--- src/rtl/cmd_out_writer.sv ---
// rtl/cmd_out_writer.sv - writes accelerator task-finished messages as 4-word command-out queue entries
// Header goes last so the host never sees a valid entry with stale payload; the accelerator is then released.
module cmd_out_writer #(
  parameter int  MAX_ACCS      = 16,
  parameter int  SUBQUEUE_BITS = 6,
  localparam int ACC_BITS      = $clog2(MAX_ACCS)
) (
  input  logic                clk,
  input  logic                rst,
  input  logic [63:0]         inStream_TDATA,
  input  logic                inStream_TVALID,
  output logic                inStream_TREADY,
  input  logic [ACC_BITS-1:0] inStream_TID,
  input  logic                inStream_TLAST,
  output logic [31:0]         cmdOutQueue_addr,
  output logic                cmdOutQueue_en,
  output logic [7:0]          cmdOutQueue_we,
  output logic [63:0]         cmdOutQueue_din,
  input  logic [63:0]         cmdOutQueue_dout,
  output logic                cmdOutQueue_clk,
  output logic [ACC_BITS-1:0] acc_avail_wr_address,
  output logic                acc_avail_wr
);

  localparam logic [3:0] S_IDLE       = 4'd0;
  localparam logic [3:0] S_READ_HDR   = 4'd1;
  localparam logic [3:0] S_CHECK_HDR  = 4'd2;
  localparam logic [3:0] S_RECV_TID   = 4'd3;
  localparam logic [3:0] S_RECV_PID   = 4'd4;
  localparam logic [3:0] S_DRAIN      = 4'd5;
  localparam logic [3:0] S_WRITE_PID0 = 4'd6;
  localparam logic [3:0] S_WRITE_TS   = 4'd7;
  localparam logic [3:0] S_WRITE_HDR  = 4'd8;

  logic [3:0]               state_q, state_d;
  logic [ACC_BITS-1:0]      acc_id_q, acc_id_d;
  logic [SUBQUEUE_BITS-1:0] idx_q, idx_d;
  logic [63:0]              ts_q, ts_d;
  logic [63:0]              ts_lat_q, ts_lat_d;
  logic                     avail_wr_q, avail_wr_d;
  logic [ACC_BITS-1:0]      avail_addr_q, avail_addr_d;
  logic [SUBQUEUE_BITS-1:0] wr_idx_q [MAX_ACCS];
  logic [SUBQUEUE_BITS-1:0] wr_idx_d [MAX_ACCS];
  logic [SUBQUEUE_BITS-1:0] word_idx;
  logic                     unused_dout;

  assign unused_dout          = ^cmdOutQueue_dout[62:0];
  assign cmdOutQueue_clk      = clk;
  assign cmdOutQueue_addr     = 32'({acc_id_q, word_idx, 3'b000});
  assign acc_avail_wr         = avail_wr_q;
  assign acc_avail_wr_address = avail_addr_q;

  always_comb begin
    state_d         = state_q;
    acc_id_d        = acc_id_q;
    idx_d           = idx_q;
    ts_d            = ts_q + 64'd1;
    ts_lat_d        = ts_lat_q;
    avail_wr_d      = 1'b0;
    avail_addr_d    = avail_addr_q;
    wr_idx_d        = wr_idx_q;
    word_idx        = idx_q;
    inStream_TREADY = 1'b0;
    cmdOutQueue_en  = 1'b0;
    cmdOutQueue_we  = 8'h00;
    cmdOutQueue_din = 64'h0;

    case (state_q)
      S_IDLE: begin
        if (inStream_TVALID) begin
          acc_id_d = inStream_TID;
          idx_d    = wr_idx_q[inStream_TID];
          state_d  = S_READ_HDR;
        end
      end
      S_READ_HDR: begin
        cmdOutQueue_en = 1'b1;
        state_d        = S_CHECK_HDR;
      end
      // A still-valid header means the host has not consumed this slot yet: keep polling.
      S_CHECK_HDR: begin
        state_d = cmdOutQueue_dout[63] ? S_READ_HDR : S_RECV_TID;
      end
      S_RECV_TID: begin
        inStream_TREADY = 1'b1;
        word_idx        = idx_q + SUBQUEUE_BITS'(1);
        if (inStream_TVALID) begin
          cmdOutQueue_en  = 1'b1;
          cmdOutQueue_we  = 8'hFF;
          cmdOutQueue_din = inStream_TDATA;
          if (inStream_TLAST) begin
            ts_lat_d = ts_q;
            state_d  = S_WRITE_PID0;
          end else begin
            state_d  = S_RECV_PID;
          end
        end
      end
      S_RECV_PID: begin
        inStream_TREADY = 1'b1;
        word_idx        = idx_q + SUBQUEUE_BITS'(2);
        if (inStream_TVALID) begin
          cmdOutQueue_en  = 1'b1;
          cmdOutQueue_we  = 8'hFF;
          cmdOutQueue_din = inStream_TDATA;
          if (inStream_TLAST) begin
            ts_lat_d = ts_q;
            state_d  = S_WRITE_TS;
          end else begin
            state_d  = S_DRAIN;
          end
        end
      end
      S_DRAIN: begin
        inStream_TREADY = 1'b1;
        if (inStream_TVALID && inStream_TLAST) begin
          ts_lat_d = ts_q;
          state_d  = S_WRITE_TS;
        end
      end
      S_WRITE_PID0: begin
        word_idx       = idx_q + SUBQUEUE_BITS'(2);
        cmdOutQueue_en = 1'b1;
        cmdOutQueue_we = 8'hFF;
        state_d        = S_WRITE_TS;
      end
      S_WRITE_TS: begin
        word_idx        = idx_q + SUBQUEUE_BITS'(3);
        cmdOutQueue_en  = 1'b1;
        cmdOutQueue_we  = 8'hFF;
        cmdOutQueue_din = ts_lat_q;
        state_d         = S_WRITE_HDR;
      end
      S_WRITE_HDR: begin
        cmdOutQueue_en     = 1'b1;
        cmdOutQueue_we     = 8'hFF;
        cmdOutQueue_din    = {8'h80, 40'h0, 8'(acc_id_q), 8'h03};
        wr_idx_d[acc_id_q] = idx_q + SUBQUEUE_BITS'(4);
        avail_wr_d         = 1'b1;
        avail_addr_d       = acc_id_q;
        state_d            = S_IDLE;
      end
      default: state_d = S_IDLE;
    endcase

    // Nothing is acknowledged or written while reset is asserted, so a reset never commits a beat.
    if (rst) begin
      inStream_TREADY = 1'b0;
      cmdOutQueue_en  = 1'b0;
      cmdOutQueue_we  = 8'h00;
      cmdOutQueue_din = 64'h0;
    end
  end

  always_ff @(posedge clk) begin
    if (rst) begin
      state_q      <= S_IDLE;
      acc_id_q     <= '0;
      idx_q        <= '0;
      ts_q         <= 64'h0;
      ts_lat_q     <= 64'h0;
      avail_wr_q   <= 1'b0;
      avail_addr_q <= '0;
      for (int i = 0; i < MAX_ACCS; i++) wr_idx_q[i] <= '0;
    end else begin
      state_q      <= state_d;
      acc_id_q     <= acc_id_d;
      idx_q        <= idx_d;
      ts_q         <= ts_d;
      ts_lat_q     <= ts_lat_d;
      avail_wr_q   <= avail_wr_d;
      avail_addr_q <= avail_addr_d;
      wr_idx_q     <= wr_idx_d;
    end
  end

endmodule

--- config.mk ---
export PLATFORM = sky130hd
export DESIGN_NAME = cmd_out_writer
export DESIGN_NICKNAME = d
export VERILOG_FILES = /design/src/rtl/cmd_out_writer.sv
export SDC_FILE = /design/constraint.sdc
export NUM_CORES = 1
export LEC_CHECK = 0
export BUFFER_PORTS_ARGS = -buffer_cell sky130_fd_sc_hd__buf_2
export CAP_MARGIN = 5
export CORE_MARGIN = 2
export CORE_UTILIZATION = 55
export DETAILED_ROUTE_END_ITERATION = 6
export PLACE_DENSITY = 0.8
export SYNTH_ARGS = -nofsm -noshare
export SYNTH_HDL_FRONTEND = slang
export SYNTH_SLANG_ARGS = --single-unit
--- constraint.sdc ---
create_clock -name clk -period 3.5 [get_ports clk]
set_clock_uncertainty 0.1 [all_clocks]
set_input_delay 0.35 -clock clk [delete_from_list [all_inputs] [get_ports clk]]
set_output_delay 0.35 -clock clk [all_outputs]
set_load 0.05 [all_outputs]
==> run summary <==
WP data arrival - 3040 ps
commonest non-fill, non-tap cell in the layout - nor2_1
worst slew pin tran - 1150 ps
CP Cell Sequence - clkinvlp_4 > fa_1 > o22ai_1 > nand2_1 > xnor2_1 > buf_4
Final Critical Period - 3490 ps
Syn Inst Count - 1426
Yosys Warn Count - 0
outcome - finished, violations left
Fillers - 1740
CP startpoint kind - register
Area Growth Syn to Fin - 15.7%
width of the die - 149 microns
Initial DRC Count - 850
Tot Pwr - 6060 uW
total I/O pin count - 248
FF+latch count, synth - 243
delay-heaviest family, CP - flip-flops
Worst IR Drop VDD - 0.437 mV
most frequent cells in the layout - nor2_1, dfxtp_1, nand2_1, a21oi_1, buf_2
maxcap violations - 0
Starting Density - 55.5%
Final Routed Wirelength - 28300 microns
Seq/Total Area, Yosys - 42.1%
vias in the first global route - 9287
Die Area - 22200 sq um
fraction of layout cells with a size suffix above 1 - 18.8%
core footprint - 20800 sq um
Critical-path top delay cell - dfxtp_1
Clock Latency Late Sink - 640 ps
Die Y - 149 microns
endpoints failing hold - 0
global-route wire length before repair - 45300 microns
row count - 53
Leakage - 0.00476 uW
worst-path maximum fanout - 9
Hold Crit Class - in2reg
Non-Filler Cell Area, Final - 13400 sq um
Clk pin slew, worst setup/hold paths - 60 ps
max incr delay on CP - 700 ps
critical path class - reg2out
# nets final - 1664
GP Congestion - 0.827
CTS tree - built
final design utilization - 64.2%
data required time of the worst path - 3050 ps
PD cells - 454 nW/um^2
final setup fails - 0
residual overflow from global routing - 0
via count - 10400
number of synthesized flops with an enable pin - 0
DP HPWL - 18000 microns
Worst Path Buf+Inv - 2
Total GRT Usage - 24.6%
post-synth cell types - 59
DR DRC count - 1
DR WL/cell - 15.6 microns
setup ws final - 15.0 ps
DP Worst Slack - 492 ps
Slew HR - 23.6%
ANT cells - 0
CP endpoint kind - output port
Synth Area per Inst - 8.10 sq um
asr flop ratio synth - 0%
DR pass1 iterations - 7
Max Transition Viols Final - 0
placed cell area - 12300 sq um
final period utilization - 99.6%
PortBufs - 162
Post-DRT Antenna Nets - 0
Vias/cell - 5.72
WHS - 38.4 ps
Fmax - 287 MHz
Post-Syn Area - 11500 sq um
largest net degree at the start of global routing - 257
initial antenna violation count - 0
failing checks - design-rule violations
Top FF cell, synth - dfxtp_1
==> stage by stage <==
step | setup TNS, ps | cells
after global placement | 0 | 1758
after CTS | 0 | 1810
after floorplan | 0 | 1447
final | 0 | 1816
after detailed placement | 0 | 1758
after global routing | -69.9 | 1816
==> logic make-up after synthesis <==
family          count (synthesis)  share of synthesized area, %
simple gates                  624                          24.4
compound gates                297                          15.6
flops                         243                          42.1
buf+inv                       158                          6.38
mux                            65                          8.30
xor+xnor                       33                          2.50
fa+ha+maj                       5                         0.607
other cells                     1                        0.0325
==> cell usage after synthesis (all sizes together), types with 2 or more instances <==
master | count | share of area (%)
a211oi | 12 | 0.78
a21oi | 164 | 7.1
a221oi | 4 | 0.30
a222oi | 4 | 0.35
a22oi | 71 | 4.6
and2 | 6 | 0.33
and3 | 8 | 0.43
and4 | 4 | 0.30
buf | 43 | 2.6
clkbuf | 99 | 3.2
dfxtp | 243 | 42
ha | 4 | 0.43
inv | 15 | 0.49
mux2 | 6 | 0.59
mux2i | 35 | 3.0
mux4 | 24 | 4.7
nand2 | 179 | 5.8
nand3 | 39 | 1.7
nand3b | 2 | 0.13
nand4 | 20 | 1.1
nand4b | 2 | 0.15
nor2 | 270 | 8.8
nor2b | 18 | 0.98
nor3 | 20 | 1.0
nor3b | 3 | 0.20
nor4 | 18 | 1.3
o21ai | 15 | 0.65
o22ai | 2 | 0.11
o31ai | 16 | 1.0
or2 | 3 | 0.16
or3 | 11 | 0.61
or3b | 2 | 0.15
or4 | 17 | 1.1
xnor2 | 23 | 1.7
xor2 | 10 | 0.76
==> repair_timing <==
item                                    CTS  global route
endpoints found under the hold margin     3             0
endpoints found under the setup margin   20            59
hold buffers                              3             0
setup buffers                             0             6
gates resized for setup                   3             7
==> final timing paths <==
path / start / end / slack (ps) / cells after the start
hold reg to reg: ts_lat_q[48] / ts_lat_q[48] / 350 / 2
hold / removal: inStream_TVALID / state_q[0] / 40 / 3
setup reg to reg: ts_q[3] / ts_q[51] / 800 / 5
setup / recovery: idx_q[0] / cmdOutQueue_addr[7] / 10 / 6
==> routing by layer <==
| metal | GRT usage (%) | share of wire, % | vias up |
|---|---|---|---|
| met5 | 0 | 0 | - |
| met4 | 8.48 | 2.3 | 0 |
| met3 | 3.98 | 6.3 | 49 |
| met2 | 42.7 | 50 | 347 |
| met1 | 31.2 | 42 | 4873 |
| li1 | - | - | 5127 |
==> registers in the layout (all words and copies together) (netlist names) <==
register and cells:
state_q 4, acc_avail_wr_address 4, ts_q 64, idx_q 6, ts_lat_q 64, acc_id_q 4
wr_idx_q 96, acc_avail_wr 1
==> worst min-delay path: stages <==
cell and delay, ps:
buf_2 150, a221oi_1 100, nor3_1 120
==> cell type report <==
class / count / area [sq um] / share of cell area [%]
repair buffers: 187 / 1060 / 7.91
inverters: 15 / 63.8 / 0.478
multi-input cells: 1046 / 6070 / 45.4
flip-flops and latches: 243 / 4870 / 36.4
well taps: 275 / 344 / 2.58
clock inverters: 6 / 83.8 / 0.627
clock buffers: 44 / 875 / 6.55
==> power breakdown <==
part | switching (uW) | total, uW | internal [uW]
clock network | 1150 | 3000 | 1850
logic | 193 | 265 | 71.7
registers | 21.3 | 2800 | 2770
Power figures use the tool's default switching activity.
